File: config.mk
export PLATFORM = sky130hd
export DESIGN_NAME = instr_loader
export DESIGN_NICKNAME = d
export VERILOG_FILES = /design/src/rtl/instr_loader_pkg.sv /design/src/rtl/instr_loader.sv
export SDC_FILE = /design/constraint.sdc
export NUM_CORES = 1
export LEC_CHECK = 0
export CORE_MARGIN = 2
export CORE_UTILIZATION = 55
export DETAILED_ROUTE_END_ITERATION = 16
export PLACE_DENSITY = 0.8
export SLEW_MARGIN = 10
export SYNTH_ARGS = -nofsm -noshare
export SYNTH_HDL_FRONTEND = slang
export SYNTH_SLANG_ARGS = --single-unit
File: constraint.sdc
create_clock -name i_clk -period 5.1 [get_ports i_clk]
set_input_delay 1.02 -clock i_clk [delete_from_list [all_inputs] [get_ports i_clk]]
set_output_delay 1.02 -clock i_clk [all_outputs]
set_load 0.005 [all_outputs]
File: src/rtl/instr_loader_pkg.sv
// Shared loader/debugger definitions: FSM encoding, UART load protocol constants and word byte order.
package instr_loader_pkg;

  localparam int unsigned BYTE_W        = 8;
  localparam int unsigned WORD_W        = 32;
  localparam int unsigned WORD_BYTES    = WORD_W / BYTE_W;
  localparam int unsigned BIDX_W        = 2;
  localparam int unsigned MIN_COUNT     = 1;
  localparam bit          LITTLE_ENDIAN = 1'b1;

  typedef enum logic [2:0] {
    ST_IDLE      = 3'd0,
    ST_GET_COUNT = 3'd1,
    ST_GET_BYTE  = 3'd2,
    ST_WRITE     = 3'd3,
    ST_DONE      = 3'd4,
    ST_ERROR     = 3'd5
  } state_e;

  // Bit offset of byte lane idx inside an instruction word.
  function automatic int unsigned lane_lsb(input logic [BIDX_W-1:0] idx);
    int unsigned k;
    k = 32'(idx);
    return LITTLE_ENDIAN ? BYTE_W * k : BYTE_W * (WORD_BYTES - 1 - k);
  endfunction

endpackage

File: src/rtl/instr_loader.sv
// UART program loader: takes a word count then little-endian bytes and writes
// assembled instruction words into instruction memory, with an inter-byte timeout.
module instr_loader
  import instr_loader_pkg::*;
#(
  parameter int unsigned SIZE           = WORD_W,
  parameter int unsigned MEM_SIZE       = 64,
  parameter int unsigned ADDR_WIDTH     = $clog2(MEM_SIZE),
  parameter int unsigned TIMEOUT_CYCLES = 100000
) (
  input  logic                  i_clk,
  input  logic                  i_reset,
  input  logic                  i_start,
  input  logic                  i_rx_valid,
  input  logic [7:0]            i_rx_data,
  output logic                  o_write_enable,
  output logic [ADDR_WIDTH-1:0] o_write_addr,
  output logic [SIZE-1:0]       o_write_data,
  output logic                  o_busy,
  output logic                  o_done,
  output logic                  o_error,
  output logic [ADDR_WIDTH:0]   o_word_count
);

  localparam int unsigned CNT_W = ADDR_WIDTH + 1;
  localparam int unsigned TO_W  = $clog2(TIMEOUT_CYCLES + 1);

  state_e                state_q, state_d;
  logic [CNT_W-1:0]      count_n_q;
  logic [CNT_W-1:0]      word_count_q;
  logic [ADDR_WIDTH-1:0] addr_q;
  logic [BIDX_W-1:0]     bidx_q;
  logic [SIZE-1:0]       word_q, word_d;
  logic [TO_W-1:0]       to_q;

  logic start_ok, count_bad, timed_out, last_word, accept_byte, count_byte;
  logic we_d, done_d, err_d, busy_d;

  assign start_ok    = i_start && (state_q == ST_IDLE || state_q == ST_ERROR);
  assign count_bad   = (32'(i_rx_data) < MIN_COUNT) || (32'(i_rx_data) > MEM_SIZE);
  assign timed_out   = 32'(to_q) >= TIMEOUT_CYCLES;
  assign last_word   = CNT_W'(word_count_q + CNT_W'(1)) == count_n_q;
  assign count_byte  = i_rx_valid && state_q == ST_GET_COUNT;
  // A byte landing in the WRITE cycle already belongs to the next word.
  assign accept_byte = i_rx_valid &&
                       (state_q == ST_GET_BYTE || (state_q == ST_WRITE && !last_word));

  always_comb begin
    word_d = word_q;
    if (accept_byte) word_d[lane_lsb(bidx_q) +: BYTE_W] = i_rx_data;
  end

  // State register
  always_ff @(posedge i_clk or posedge i_reset) begin
    if (i_reset) state_q <= ST_IDLE;
    else         state_q <= state_d;
  end

  // Next-state logic
  always_comb begin
    state_d = state_q;
    unique case (state_q)
      ST_IDLE:      if (i_start) state_d = ST_GET_COUNT;
      ST_GET_COUNT: begin
        if (i_rx_valid)     state_d = count_bad ? ST_ERROR : ST_GET_BYTE;
        else if (timed_out) state_d = ST_ERROR;
      end
      ST_GET_BYTE: begin
        if (i_rx_valid) begin
          if (bidx_q == BIDX_W'(WORD_BYTES - 1)) state_d = ST_WRITE;
        end else if (timed_out) begin
          state_d = ST_ERROR;
        end
      end
      ST_WRITE:     state_d = last_word ? ST_DONE : ST_GET_BYTE;
      ST_DONE:      state_d = ST_IDLE;
      ST_ERROR:     if (i_start) state_d = ST_GET_COUNT;
      default:      state_d = ST_IDLE;
    endcase
  end

  // Output decode, registered below so each flag lines up with its state
  always_comb begin
    we_d   = 1'b0;
    done_d = 1'b0;
    err_d  = 1'b0;
    busy_d = 1'b1;
    unique case (state_d)
      ST_WRITE: we_d   = 1'b1;
      ST_DONE:  begin done_d = 1'b1; busy_d = 1'b0; end
      ST_ERROR: begin err_d  = 1'b1; busy_d = 1'b0; end
      ST_IDLE:  busy_d = 1'b0;
      default:  busy_d = 1'b1;
    endcase
  end

  always_ff @(posedge i_clk or posedge i_reset) begin
    if (i_reset) begin
      o_write_enable <= 1'b0;
      o_done         <= 1'b0;
      o_error        <= 1'b0;
      o_busy         <= 1'b0;
      o_write_addr   <= '0;
      o_write_data   <= '0;
    end else begin
      o_write_enable <= we_d;
      o_done         <= done_d;
      o_error        <= err_d;
      o_busy         <= busy_d;
      if (we_d) begin
        o_write_addr <= addr_q;
        o_write_data <= word_d;
      end
    end
  end

  // Load datapath: count, address, byte lane, word assembly and timeout
  always_ff @(posedge i_clk or posedge i_reset) begin
    if (i_reset) begin
      count_n_q    <= '0;
      word_count_q <= '0;
      addr_q       <= '0;
      bidx_q       <= '0;
      word_q       <= '0;
      to_q         <= '0;
    end else if (start_ok) begin
      count_n_q    <= '0;
      word_count_q <= '0;
      addr_q       <= '0;
      bidx_q       <= '0;
      word_q       <= '0;
      to_q         <= '0;
    end else begin
      if (count_byte && !count_bad) count_n_q <= CNT_W'(i_rx_data);
      if (accept_byte) begin
        word_q <= word_d;
        bidx_q <= BIDX_W'(bidx_q + BIDX_W'(1));
      end
      if (state_q == ST_WRITE) begin
        word_count_q <= CNT_W'(word_count_q + CNT_W'(1));
        if (!last_word) addr_q <= ADDR_WIDTH'(addr_q + ADDR_WIDTH'(1));
      end
      if (accept_byte || count_byte) begin
        to_q <= '0;
      end else if ((state_q == ST_GET_COUNT || state_q == ST_GET_BYTE ||
                    state_q == ST_WRITE) && !timed_out) begin
        to_q <= TO_W'(to_q + TO_W'(1));
      end
    end
  end

  assign o_word_count = word_count_q;

endmodule

==> impl_metrics.env <==
export IMPL_std_cell_rows=37
export IMPL_leakagePower_nw=3.05
export IMPL_grt_overflow=0
export IMPL_synthSimpleGateAreaFrac_pct=17.6
export IMPL_grt_pass1_wl_um=20500
export IMPL_drt_total_wl_um=12000
export IMPL_r2r_end="o_write_data[24]$_DFFE_PP0P_"
export IMPL_final_common_cell="dfrtp_1"
export IMPL_grt_max_degree=53
export IMPL_finalSetupViolations=0
export IMPL_dieArea_um2=11100
export IMPL_syn_area_um2=5660
export IMPL_p_total_mw=3.32
export IMPL_core_um2=10100
export IMPL_finalNetCount=621
export IMPL_synth_async_sr_flop_share_pct=100
export IMPL_postCtsHoldBufs=0
export IMPL_final_cell_mix="dfrtp_1 (116), mux2i_1 (66), clkdlybuf4s50_1 (60), nor2_1 (58), inv_1 (42)"
export IMPL_n_antenna_cell=0
export IMPL_syn_nets=557
export IMPL_status="completed"
export IMPL_nFillCells=737
export IMPL_cp_start_kind="primary input"
export IMPL_via_count=4088
export IMPL_hpwl_um=8150
export IMPL_r2r_setup_slack_ns=1.91
export IMPL_drc=0
export IMPL_rsz0062_at_grt="no"
export IMPL_synth_warnings=0
export IMPL_drive_gt1_share_pct=9.15
export IMPL_fin_crit_sh_pct=72.1
export IMPL_synth_compound_area_share_pct=6.19
export IMPL_worst_setup_path_end_kind="flop"
export IMPL_slew_violations=0
export IMPL_ys_flop_type="dfrtp_1"
export IMPL_ys_seq_elements=116
export IMPL_avgSynthCellArea_um2=10.6
export IMPL_cts_setup_buffers=0
export IMPL_tns_ns=0
export IMPL_finalWeightedCongestion=0.932
export IMPL_ir_drop_mv=0.310
export IMPL_synth_top_family_by_area="simple AND/OR/NAND/NOR gates"
export IMPL_io_pins=61
export IMPL_first_iter_violations=232
export IMPL_syn_to_final_growth_pct=22.0
export IMPL_vias_per_cell=5.47
export IMPL_path_max_fanout=33
export IMPL_cp_required_ns=5.53
export IMPL_grt_pass1_vias=4086
export IMPL_initial_core_util_pct=55.9
export IMPL_io_buffers=60
export IMPL_cap_violations=0
export IMPL_clk_latency_ns=0.52
export IMPL_powerDensity_nw_per_um2=481
export IMPL_period_needed_ns=3.68
export IMPL_synthAdderAreaFrac_pct=2.21
export IMPL_synth_edf_count=0
export IMPL_crit_end="o_write_data[24]$_DFFE_PP0P_"
export IMPL_setup_ws_ns=1.42
export IMPL_path_clk_slew_ns=0.06
export IMPL_fin_skew_ns=0.00564
export IMPL_fin_util_pct=68.2
export IMPL_ys_seq_area_share_pct=51.3
export IMPL_cts_buffer_depth=2
export IMPL_tightestPinTransition_ns=0.859
export IMPL_cts_sinks=116
export IMPL_finalHoldViolCount=0
export IMPL_grt_use_total_pct=23.7
export IMPL_hp_class="reg2reg"
export IMPL_numCtsBuffers=17
export IMPL_wl_per_cell_um=16.0
export IMPL_drtPass1Iterations=5
export IMPL_crit_start="i_rx_data[5]"
export IMPL_timing_rr_start="o_word_count[0]$_DFFE_PP0P_"
export IMPL_cts_root_buf="clkbuf_8"
export IMPL_synth_distinct_cells=58
export IMPL_fp_dieW_um=105
export IMPL_antenna_found_initial=0
export IMPL_r2r_cells=8
export IMPL_slew_headroom_pct=42.6
export IMPL_synthMuxAreaShare_pct=12.9
export IMPL_critPathKind="in2reg"
export IMPL_arrival_ns=4.11
export IMPL_synth_xor_area_share_pct=5.08
export IMPL_max_freq_ghz=0.272
export IMPL_htreeDepth=4
export IMPL_ant_nets=0
export IMPL_die_h_um=105
export IMPL_cts_tree="done"
export IMPL_dp_slack_ns=0.886
export IMPL_ctsResizeCount=0
export IMPL_netlist_instances=535
==> cells by family (layout without fill, tap and decap cells) <==
group,Yosys count,in the layout
muxes,72,72
xor gates and xnor gates,28,28
and+or+nand+nor,198,198
buffers and inverters,63,140
adders and majority gates,10,10
DFF,116,116
AOI/OAI and AO/OA,48,48
==> per-layer routing <==
metal	part of all wire, %	up-vias	track usage (%)
li1	-	1940	-
met1	44	2025	32.4
met2	50	106	36.9
met3	4.3	17	6.37
met4	1.4	0	7.90
met5	0	-	0
==> worst min-delay path by stage <==
stage                                start                     endpoint  depth (start not counted)
6_report       o_write_addr[1]$_DFFE_PP0P_  o_write_addr[1]$_DFFE_PP0P_                          1
3_5_place_dp   o_write_addr[1]$_DFFE_PP0P_  o_write_addr[1]$_DFFE_PP0P_                          1
3_3_place_gp          to_q[16]$_DFFE_PP0P_         to_q[16]$_DFFE_PP0P_                          2
5_1_grt        o_write_addr[1]$_DFFE_PP0P_  o_write_addr[1]$_DFFE_PP0P_                          1
4_1_cts        o_write_addr[1]$_DFFE_PP0P_  o_write_addr[1]$_DFFE_PP0P_                          1
2_1_floorplan         to_q[16]$_DFFE_PP0P_         to_q[16]$_DFFE_PP0P_                          2
==> area by class of cell <==
type,count,area [um^2],share of cell area [%]
Timing Repair Buffer,65,638,9.23
Clock inverter,14,130,1.88
Tap cell,136,170,2.46
Multi-Input combinational cell,356,2490,36.0
Clock buffer,18,418,6.05
Inverter,43,164,2.37
Sequential cell,116,2900,42.0
==> registers in the layout, indices dropped and copies added, names as in the netlist, 2 cells and up <==
signal	flops
o_write_data	32
state_q	3
to_q	17
word_q	32
o_word_count	7
bidx_q	2
o_write_addr	6
addr_q	6
count_n_q	7
==> through the flow <==
stage / instances / cell area, um^2 / hold slack (ns)
floorplan: 535 / 5660 / 0.458
global placement: 716 / 6360 / 0.476
detailed placement: 716 / 6360 / 0.495
CTS: 748 / 6910 / 0.519
global route: 748 / 6910 / 0.533
finish: 748 / 6910 / 0.506
==> report_power, final <==
| part | switching, mW | internal, mW | total (mW) |
|---|---|---|---|
| combinational | 0.516 | 0.484 | 1.00 |
| clock | 0.437 | 0.650 | 1.09 |
| sequential | 0.136 | 1.10 | 1.23 |
| total | 1.09 | 2.23 | 3.32 |
==> critical path, cell delays in order <==
cell	delay, ns
clkdlybuf4s50_1	0.53
or4_4	0.59
or4_4	0.51
a21oi_1	0.18
o21ba_2	0.17
o2111a_2	0.30
buf_4	0.50
mux2i_1	0.26
==> Yosys cell counts (6+ instances only) <==
| library cell | count | area (um^2) |
|---|---|---|
| dfrtp_1 | 116 | 2900 |
| nand3_1 | 34 | 170 |
| inv_1 | 43 | 161 |
| xnor2_1 | 17 | 149 |
| nor2_1 | 58 | 218 |
| nand2_1 | 30 | 113 |
| a21oi_1 | 6 | 30.0 |
| ha_1 | 10 | 125 |
| xor2_1 | 8 | 70.1 |
| mux2i_1 | 66 | 661 |
| clkbuf_1 | 11 | 41.3 |
| and2_1 | 35 | 219 |
| nor3_1 | 7 | 35.0 |
| o21ai_0 | 11 | 55.1 |
| nor3b_1 | 6 | 45.0 |
| and3_1 | 10 | 62.6 |
Power figures use the tool's default switching activity.
